### src/rtl/uart_pkg.sv
// Shared UART definitions: receiver state encoding, width helpers and parity-sense constants
// (also intended for the parametrised transmitter).
package uart_pkg;

  typedef enum logic [2:0] {
    IDLE,
    START,
    DATA,
    PARITY,
    STOP
  } uart_rx_state_t;

  localparam int unsigned UART_MIN_DATA_BITS = 5;
  localparam int unsigned UART_MAX_DATA_BITS = 9;
  localparam int unsigned UART_BIT_CNT_W     = $clog2(UART_MAX_DATA_BITS + 1);

  localparam logic UART_PARITY_EVEN = 1'b0;
  localparam logic UART_PARITY_ODD  = 1'b1;

endpackage

### src/rtl/uart_rx_sync.sv
// rx line conditioning: 2-flop synchroniser feeding a 3-sample history with majority vote.
// Everything resets to the idle (high) line level.
module uart_rx_sync (
  input  logic clk_i,
  input  logic rst_i,
  input  logic rx_i,
  output logic sync_o,
  output logic maj_o
);

  logic [1:0] sync_q;
  logic [2:0] hist_q;

  always_ff @(posedge clk_i or posedge rst_i) begin
    if (rst_i) begin
      sync_q <= '1;
      hist_q <= '1;
    end else begin
      sync_q <= {sync_q[0], rx_i};
      hist_q <= {hist_q[1:0], sync_q[1]};
    end
  end

  assign sync_o = sync_q[1];
  assign maj_o  = (hist_q[0] & hist_q[1]) | (hist_q[0] & hist_q[2]) | (hist_q[1] & hist_q[2]);

endmodule

### src/rtl/uart_receiver.sv
// Parametrised UART receiver with centre majority sampling and valid/ready output.
// Define UART_RX_PARITY_EN to add a parity bit per frame and drive parity_err.
module uart_receiver
  import uart_pkg::*;
#(
  parameter int unsigned DATA_BITS  = 8,
  parameter int unsigned OVERSAMPLE = 16,
  parameter int unsigned STOP_BITS  = 1,
  parameter logic        PARITY_ODD = UART_PARITY_EVEN
) (
  input  logic                 clk,
  input  logic                 rst,
  input  logic                 en,
  input  logic                 in,
  output logic [DATA_BITS-1:0] out,
  output logic                 valid,
  input  logic                 ready,
  output logic                 busy,
  output logic                 frame_err,
  output logic                 parity_err,
  output logic                 overrun
);

  localparam int unsigned CW = $clog2(OVERSAMPLE);
  localparam int unsigned BW = UART_BIT_CNT_W;
  localparam logic [CW-1:0] HALF_C = CW'(OVERSAMPLE / 2);

  uart_rx_state_t       state_q, state_d;
  logic [CW-1:0]        cnt_q, cnt_d;
  logic [BW-1:0]        bit_q, bit_d;
  logic [DATA_BITS-1:0] shift_q, shift_d;
  logic                 f_bad_q, f_bad_d;
  logic                 deliver;
  logic                 sync_s, maj_s, tick_last;

  logic [DATA_BITS-1:0] out_q;
  logic                 valid_q, ferr_q, ovr_q;

  uart_rx_sync u_sync (
    .clk_i  (clk),
    .rst_i  (rst),
    .rx_i   (in),
    .sync_o (sync_s),
    .maj_o  (maj_s)
  );

  assign tick_last = (cnt_q == '1);

`ifdef UART_RX_PARITY_EN
  logic p_bad_q, p_bad_d;
`endif

  always_ff @(posedge clk or posedge rst) begin
    if (rst) begin
      state_q <= IDLE;
      cnt_q   <= '0;
      bit_q   <= '0;
      shift_q <= '0;
      f_bad_q <= 1'b0;
`ifdef UART_RX_PARITY_EN
      p_bad_q <= 1'b0;
`endif
    end else begin
      state_q <= state_d;
      cnt_q   <= cnt_d;
      bit_q   <= bit_d;
      shift_q <= shift_d;
      f_bad_q <= f_bad_d;
`ifdef UART_RX_PARITY_EN
      p_bad_q <= p_bad_d;
`endif
    end
  end

  always_comb begin
    state_d = state_q;
    cnt_d   = cnt_q + 1'b1;
    bit_d   = bit_q;
    shift_d = shift_q;
    f_bad_d = f_bad_q;
`ifdef UART_RX_PARITY_EN
    p_bad_d = p_bad_q;
`endif
    deliver = 1'b0;
    unique case (state_q)
      IDLE: begin
        cnt_d = '0;
        if (en && !sync_s) begin
          state_d = START;
          bit_d   = '0;
          f_bad_d = 1'b0;
`ifdef UART_RX_PARITY_EN
          p_bad_d = 1'b0;
`endif
        end
      end
      START: begin
        // Start-bit centre; a high majority here is a glitch, not a frame.
        if (cnt_q == HALF_C) begin
          cnt_d   = '0;
          state_d = maj_s ? IDLE : DATA;
        end
      end
      DATA: begin
        if (tick_last) begin
          shift_d = {maj_s, shift_q[DATA_BITS-1:1]};
          bit_d   = bit_q + 1'b1;
          if (bit_q == BW'(DATA_BITS - 1)) begin
            bit_d = '0;
`ifdef UART_RX_PARITY_EN
            state_d = PARITY;
`else
            state_d = STOP;
`endif
          end
        end
      end
`ifdef UART_RX_PARITY_EN
      PARITY: begin
        if (tick_last) begin
          p_bad_d = maj_s ^ (^shift_q) ^ PARITY_ODD;
          state_d = STOP;
        end
      end
`endif
      STOP: begin
        if (tick_last) begin
          if (!maj_s) f_bad_d = 1'b1;
          bit_d = bit_q + 1'b1;
          if (bit_q == BW'(STOP_BITS - 1)) begin
            bit_d   = '0;
            deliver = 1'b1;
            state_d = IDLE;
          end
        end
      end
      default: state_d = IDLE;
    endcase
    if (!en) begin
      state_d = IDLE;
      deliver = 1'b0;
    end
  end

`ifdef UART_RX_PARITY_EN
  logic perr_q;
`endif

  always_ff @(posedge clk or posedge rst) begin
    if (rst) begin
      out_q   <= '0;
      valid_q <= 1'b0;
      ferr_q  <= 1'b0;
      ovr_q   <= 1'b0;
`ifdef UART_RX_PARITY_EN
      perr_q  <= 1'b0;
`endif
    end else begin
      // A held, unaccepted word wins: the newer frame is dropped and flagged.
      if (deliver) begin
        if (!valid_q || ready) begin
          out_q   <= shift_q;
          ferr_q  <= f_bad_d;
          valid_q <= 1'b1;
`ifdef UART_RX_PARITY_EN
          perr_q  <= p_bad_q;
`endif
        end else begin
          ovr_q <= 1'b1;
        end
      end else if (valid_q && ready) begin
        valid_q <= 1'b0;
      end
      if (!en) ovr_q <= 1'b0;
    end
  end

  assign out       = out_q;
  assign valid     = valid_q;
  assign frame_err = ferr_q;
  assign overrun   = ovr_q;
  assign busy      = (state_q != IDLE);
`ifdef UART_RX_PARITY_EN
  assign parity_err = perr_q;
`else
  assign parity_err = 1'b0;
`endif

endmodule

### config.mk
export PLATFORM = sky130hd
export DESIGN_NAME = uart_receiver
export DESIGN_NICKNAME = d
export VERILOG_FILES = /design/src/rtl/uart_pkg.sv /design/src/rtl/uart_rx_sync.sv /design/src/rtl/uart_receiver.sv
export SDC_FILE = /design/constraint.sdc
export NUM_CORES = 1
export LEC_CHECK = 0
export ABC_CLOCK_PERIOD_IN_PS = 1800
export BUFFER_PORTS_ARGS = -buffer_cell sky130_fd_sc_hd__buf_4
export CAP_MARGIN = 25
export CORE_MARGIN = 2
export CORE_UTILIZATION = 25
export CTS_BUF_LIST = sky130_fd_sc_hd__clkbuf_4
export DETAILED_ROUTE_END_ITERATION = 10
export HOLD_SLACK_MARGIN = 0.03
export MAX_ROUTING_LAYER = met4
export PLACE_DENSITY_LB_ADDON = 0.3
export SLEW_MARGIN = 25
export SYNTH_ARGS = -nofsm -noshare
export SYNTH_HDL_FRONTEND = slang
export SYNTH_SLANG_ARGS = --single-unit
### constraint.sdc
create_clock -name clk -period 1.8 [get_ports clk]
set_clock_uncertainty 0.15 [all_clocks]
set_input_delay 0.18 -clock clk [delete_from_list [all_inputs] [get_ports clk]]
set_output_delay 0.18 -clock clk [all_outputs]
set_load 0.005 [all_outputs]
After elaboration in Yosys (flattened, before gate mapping)
Cells that the tools add are included.
{"block": "totals", "register_bits": 36, "latch_bits": 0, "mem_bits_rw": 0, "rom_bits": 0, "in_bits": 5, "out_inout_bits": 13, "word_cells": 83, "mem_count": 0}
{"block": "op_classes", "add_sub_neg": 2, "multipliers": 0, "div": 0, "magnitude_cmp": 0, "eq_ne": 18, "shift": 0, "mux": 31, "bitwise_logic": 5, "n_reduce_logical": 16}
{"operator": "2-to-1 mux 4 bit", "count": 6}
{"operator": "2-to-1 mux 3 bit", "count": 7}
{"operator": "inequality test 3 bit, second input constant", "count": 6}
{"operator": "2-to-1 mux 1 bit", "count": 13}
{"operator": "case mux 3 bit (4 select lines)", "count": 1}
{"operator": "case mux 4 bit (3 select lines)", "count": 1}
{"operator": "adder 4 x 1 -> 4 bit, second input constant", "count": 2}
{"operator": "equality test 4 bit, second input constant", "count": 2}
{"operator": "inequality test 2 bit, second input constant", "count": 4}
{"operator": "case mux 4 bit (2 select lines)", "count": 1}
{"operator": "AND reduction 2 bit", "count": 4}
{"operator": "AND reduction 6 bit", "count": 1}
{"operator": "nonzero test 3 bit", "count": 2}
{"operator": "equality test 4 x 3 -> 1 bit, second input constant", "count": 1}
{"operator": "logical NOT 4 bit", "count": 1}
{"operator": "inequality test 2 x 1 -> 1 bit, second input constant", "count": 2}
{"operator": "AND reduction 4 bit", "count": 1}
{"operator": "bitwise AND 1 bit", "count": 3}
{"operator": "equality test 3 x 1 -> 1 bit, second input constant", "count": 1}
{"operator": "equality test 3 x 2 -> 1 bit, second input constant", "count": 1}
{"operator": "equality test 3 bit, second input constant", "count": 1}
{"operator": "logical NOT 3 bit", "count": 1}
{"operator": "logical AND 1 bit", "count": 2}
{"operator": "logical NOT 1 bit", "count": 2}
{"operator": "5 further kinds", "count": 6}

Depth between registers and ports, before layout
{"block": "depth", "word_depth": 7, "ltp_mapped": 7, "depth_no_buf": 6}

Cells and area by module
A second synthesis with hierarchy kept.
{"block": "hier_totals", "cells_unflattened": 137, "hier_area_um2": 1694.1}
{"mod": "uart_receiver", "instances": 1, "cells_each": 130, "area_per_inst_um2": 1547.7, "seq_area_each_um2": 775.7}
{"mod": "uart_rx_sync", "instances": 1, "cells_each": 7, "area_per_inst_um2": 146.4, "seq_area_each_um2": 131.4}

Worst setup path after synthesis
Ideal clock, no wire load.
{"block": "synth_path", "path_type": "reg2reg", "startpoint": "reg cnt_q[0]", "endpoint": "reg ferr_q, in the netlist frame_err", "setup_time_ps": 125, "t_arrival_ps": 1593, "t_required_ps": 1525, "path_slack_ps": -68, "path_stages_with_launch": 8, "n_path_buf": 2, "period_less_slack_ps": 1868, "path_cell_list": "dfrtp_1 > ha_1 > and3_1 > buf_4 > nand4_4 > nand2b_4 > buf_6 > mux2_4"}
{"block": "synth_between", "elab_chain_len": 5, "elab_cells_between_ends": 7, "classes_between": "eq/ne: 1; mux: 5; reduce/logical: 1"}
{"item": "start, declared", "line_no": "uart_receiver.sv:29", "source": "logic [CW-1:0] cnt_q, cnt_d;"}
{"item": "start signal, assigned", "line_no": "uart_receiver.sv:65", "source": "cnt_q <= cnt_d;"}
{"item": "equality test 4 bit *", "line_no": "uart_receiver.sv:47", "source": "assign tick_last = (cnt_q == '1);"}
{"item": "2-to-1 mux 1 bit", "line_no": "uart_receiver.sv:127", "source": "if (tick_last) begin"}
{"item": "2-to-1 mux 1 bit", "line_no": "uart_receiver.sv:85", "source": "unique case (state_q)"}
{"item": "2-to-1 mux 1 bit", "line_no": "uart_receiver.sv:139", "source": "if (!en) begin"}
{"item": "AND reduction 2 bit (no line)"}
{"item": "end signal, assigned", "line_no": "uart_receiver.sv:153", "source": "ferr_q <= 1'b0;"}
{"item": "end signal, assigned", "line_no": "uart_receiver.sv:163", "source": "ferr_q <= f_bad_d;"}
{"item": "end, declared", "line_no": "uart_receiver.sv:37", "source": "logic valid_q, ferr_q, ovr_q;"}
Every way passes the cells marked *; elsewhere a longest branch is shown, timed or not.
A chain may end at the register's enable or synchronous reset.

Worst setup path after layout
{"block": "layout_path", "startpoint": "reg bit_q[1]", "endpoint": "reg out_q[7], in the netlist out[7]"}
{"block": "layout_between", "elab_chain_len": 6}
{"item": "start, declared", "line_no": "uart_receiver.sv:30", "source": "logic [BW-1:0] bit_q, bit_d;"}
{"item": "start signal, assigned", "line_no": "uart_receiver.sv:66", "source": "bit_q <= bit_d;"}
{"item": "logical NOT 4 bit", "line_no": "uart_receiver.sv:130", "source": "if (bit_q == BW'(STOP_BITS - 1)) begin"}
{"item": "2-to-1 mux 1 bit", "line_no": "uart_receiver.sv:130"}
{"item": "2-to-1 mux 1 bit", "line_no": "uart_receiver.sv:127"}
{"item": "2-to-1 mux 1 bit", "line_no": "uart_receiver.sv:85"}
{"item": "2-to-1 mux 1 bit", "line_no": "uart_receiver.sv:139"}
{"item": "AND reduction 2 bit (no line)"}
{"item": "end signal, assigned", "line_no": "uart_receiver.sv:162", "source": "out_q <= shift_q;"}
{"item": "end, declared", "line_no": "uart_receiver.sv:36", "source": "logic [DATA_BITS-1:0] out_q;"}
No other way between the ends.

==> results.md <==
- The maximum count of clock buffers along a single path is 2.
- Of the post-synthesis cell area, the dominant cell type holds 0.455.
- The number of warning messages in the yosys log is 0.
- After detailed routing, the average wire length per cell comes to approximately 12 um.
- The I/O pin total is 18.
- The startpoint of the most critical register-to-register path is bit_q[1].
- Summed over all instances, the cell type with the most area after synthesis is sky130_fd_sc_hd__dfrtp_1.
- For the finished layout, the period the worst path requires is 1.79 ns.
- The number of cells in the design after placement is about 260.
- The full die area is about 7500 um2.
- The clock transition at the registers of the reported paths is 0.12 ns.
- The leading register cell type out of synthesis is sky130_fd_sc_hd__dfrtp_1.
- The number of maximum-capacitance violations is 0.
- Row generation in the floorplan step produced 30 rows.
- The worst-path maximum fanout is 5.
- In this run the register-to-register setup slack is 0.01 ns.
- Detailed routing inserted a total of between 1000 and 1500 vias.
- The number of nets handed over by synthesis was 160.
- The most critical setup path has its endpoint at out[7].
- The initial utilization of the core area, before any placement, comes to 0.255.
- Setup violations remaining at the end of the flow were counted as 0.
- Entering global routing, the biggest net connects 37 pins.
- Of the synthesized area, sequential elements account for 0.532.
- The fraction of registers with async set/reset is 1.00.
- For this run, global-route usage on met1 was measured as 0.135.
- The worst register-to-register path has a depth of 6.
- After synthesis, the netlist uses 46 different library cells.
- The start point of the critical path is bit_q[1].
- By count the netlist is led by sky130_fd_sc_hd__dfrtp_1, sky130_fd_sc_hd__nand2_1, sky130_fd_sc_hd__mux2_4, sky130_fd_sc_hd__inv_1, sky130_fd_sc_hd__nor2_1.
- The die height is between 80 and 90 um.
- Power spread over the standard cell area amounts to between 600 and 700 nW/um2.
- The count of unresolved DRC violations after routing is 0.
- STA classifies the critical path endpoint as a flop.
- The worst min-delay path class is primary input to flop.
- The overall power is about 1.5 mW.
- For the worst setup path, the data arrival time is ~1.9 ns.
- met2 is the most crowded layer.
- The initial antenna violation count is 0.
- TritonCTS built the clock tree.
- In this run the remaining antenna-violating nets after routing total 0.
- For this run, the total global-route usage over all layers was measured as 0.0985.
- The final RePlAce weighted congestion is approximately 0.83.
- The type of the worst setup path is flop to flop.
- The number of inserted diodes is 0.
- The run finished with clean final reports.
- The met3 routing resource usage after global routing is 0.0286.
- Static timing analysis puts the maximum clock frequency at 0.560 GHz.
- The synthesis-to-finish area growth is 30.3%.
- Synthesis produced a netlist whose cell count is ~150.
- The tree is rooted in a sky130_fd_sc_hd__clkbuf_4.
- The total overflow left after global routing is 0.
- For this run, global-route usage on met2 was measured as 0.139.
- In this run, synthesis inferred 0 flip-flops with an integrated enable.
- The wire-length estimate of the detail-placed layout is around 2300 um.
- The clock reaches the later pin of the worst-skew pair after 0.34 ns.
- The region available for standard cell placement spans between 6000 and 7000 um2.
- After synthesis, the cell types taking the most area are sky130_fd_sc_hd__dfrtp_1, sky130_fd_sc_hd__mux2_4, sky130_fd_sc_hd__dfstp_2.
- The utilization of the core after routing is 0.333.
- The via count normalized by instance count is ~4.3.
- The max-slew violation count is 0.
- The depth of the CTS H-tree is 2.
- Dividing the final minimum period by the clock period gives 0.993.
- The number of hold-slack violations in the final timing report is 0.
- Before antenna repair, the detailed router went through 4 iterations.
- The number of fill cells is around 690.
- IR analysis of the VDD net gives a maximum drop of approximately 0.36 mV.
- The detailed-route wire length is roughly 3400 um.
- The worst setup path is launched from a flop.
- The synthesized area per cell is 11.3 um2.
- The worst register-to-register path ends at out[7].
- The via count of the first global-routing pass was 1125.
- The final layout contains slightly above 200 nets.
- Counting flops and latches in the post-synthesis netlist gives 36.
- Setup repair after global routing could not meet its margin everywhere.
- Of the cells placed in the final design, the portion with a size suffix greater than 1 is 0.408.
- The die width is 86.6 um.
- Once layout is complete, the cells apart from fillers number between 200 and 300.
- The number of input and output port buffers inserted is 16.
- The mapped netlist covers about 1700 um2.
- CTS saw 36 sinks.
- The number of buffers added by the clock tree synthesis step is 5.
- The first global-routing pass estimated roughly 5600 um of wire.
- The leakage power is around 1.1 nW.
- At the worst endpoint, the required time is approximately 1.9 ns.
- In this run, the number of DRC markers left after iteration 0 of detailed routing was 52.
-- stage by stage --
stage	TNS (ns)	worst slack (ns)	hold WS, ns	instance area, um2
floorplan	0	0.00571	0.0345	1720
global placement	-0.0552	-0.00657	0.139	1990
detailed placement	-0.0325	-0.00705	0.140	1990
CTS	0	0.00239	0.0546	2110
global route	-0.185	-0.0446	0.194	2220
finish	0	0.0133	0.166	2220
-- flip-flops by register name, indices dropped and copies added (netlist names), 2 cells and up --
| signal | flops |
|---|---|
| bit_q | 4 |
| u_sync.sync_q | 2 |
| shift_q | 8 |
| out | 8 |
| u_sync.hist_q | 3 |
| state_q | 3 |
| cnt_q | 4 |
-- area by class of cell --
type | count | area, um2 | share of cell area
flip-flops and latches | 36 | 911 | 0.410
inverters | 7 | 26.3 | 0.0118
well taps | 80 | 100 | 0.0450
multi-input cells | 102 | 768 | 0.346
clock buffers | 5 | 37.5 | 0.0169
repair buffers | 43 | 338 | 0.152
clock inverters | 3 | 42.5 | 0.0191
-- critical path, stage by stage (launching register included) --
cell	delay, ns
sky130_fd_sc_hd__dfrtp_1	0.41
sky130_fd_sc_hd__inv_2	0.09
sky130_fd_sc_hd__ha_4	0.13
sky130_fd_sc_hd__nor3b_4	0.25
sky130_fd_sc_hd__nand4_4	0.14
sky130_fd_sc_hd__nand2b_4	0.21
sky130_fd_sc_hd__mux2_4	0.31
-- layer usage --
layer / vias to the layer above / part of all wire
met4: 0 / 0.011
met3: 4 / 0.029
met2: 16 / 0.47
met1: 568 / 0.49
met5: - / 0
li1: 600 / -
-- power by group --
part	switching, mW	internal (mW)	leakage, nW
Sequential	0.0103	0.827	0.479
Clock	0.289	0.290	0.0412
Combinational	0.0535	0.0432	0.569
Total	0.353	1.16	1.09
-- cells by family (layout without fill, tap and decap cells) --
family                     Yosys count  after routing  share of synthesized area
xor gates and xnor gates             3              3                     0.0154
other                                1              1                    0.00220
and+or+nand+nor                     64             65                      0.209
adders and majority gates            5              5                     0.0352
DFF                                 36             36                      0.532
buffers and inverters               14             58                     0.0491
muxes                                9              9                     0.0792
AOI/OAI and AO/OA                   19             19                     0.0784
-- placed cells by master (no fill, tap or decap), types with 2 or more instances in the layout --
| master | count |
|---|---|
| sky130_fd_sc_hd__nand2_1 | 31 |
| sky130_fd_sc_hd__o21ai_0 | 3 |
| sky130_fd_sc_hd__clkbuf_4 | 5 |
| sky130_fd_sc_hd__dfrtp_2 | 3 |
| sky130_fd_sc_hd__mux2_4 | 9 |
| sky130_fd_sc_hd__xnor2_1 | 2 |
| sky130_fd_sc_hd__dlygate4sd3_1 | 3 |
| sky130_fd_sc_hd__buf_4 | 38 |
| sky130_fd_sc_hd__o21ai_1 | 2 |
| sky130_fd_sc_hd__nand3b_1 | 3 |
| sky130_fd_sc_hd__nor2_1 | 7 |
| sky130_fd_sc_hd__nor3_1 | 3 |
| sky130_fd_sc_hd__nand3_1 | 2 |
| sky130_fd_sc_hd__o211ai_1 | 2 |
| sky130_fd_sc_hd__inv_2 | 2 |
| sky130_fd_sc_hd__buf_6 | 2 |
| sky130_fd_sc_hd__o21a_1 | 2 |
| sky130_fd_sc_hd__dfstp_2 | 5 |
| sky130_fd_sc_hd__nor2b_1 | 2 |
| sky130_fd_sc_hd__inv_1 | 5 |
| sky130_fd_sc_hd__or3b_1 | 2 |
| sky130_fd_sc_hd__nor3b_1 | 2 |
| sky130_fd_sc_hd__dfrtp_1 | 28 |
| sky130_fd_sc_hd__ha_1 | 2 |
| sky130_fd_sc_hd__nand2b_4 | 2 |
-- worst min-delay path by stage --
stage | start | end | depth (start not counted)
floorplan | in | u_sync.sync_q[0] | 0
global placement | in | u_sync.sync_q[0] | 1
detailed placement | in | u_sync.sync_q[0] | 1
CTS | ready | valid | 3
global route | ready | valid | 3
finish | ready | valid | 3
-- what timing repair did --
item | CTS | global route
hold endpoints to repair | 36 | 0
gates resized for setup | 2 | 12
setup endpoints to repair | 10 | 17
buffers inserted | 1 | 7
pin swaps | 0 | 3
cloned | 0 | 1
hold buffers | 3 | 0
Power figures use the tool's default switching activity.
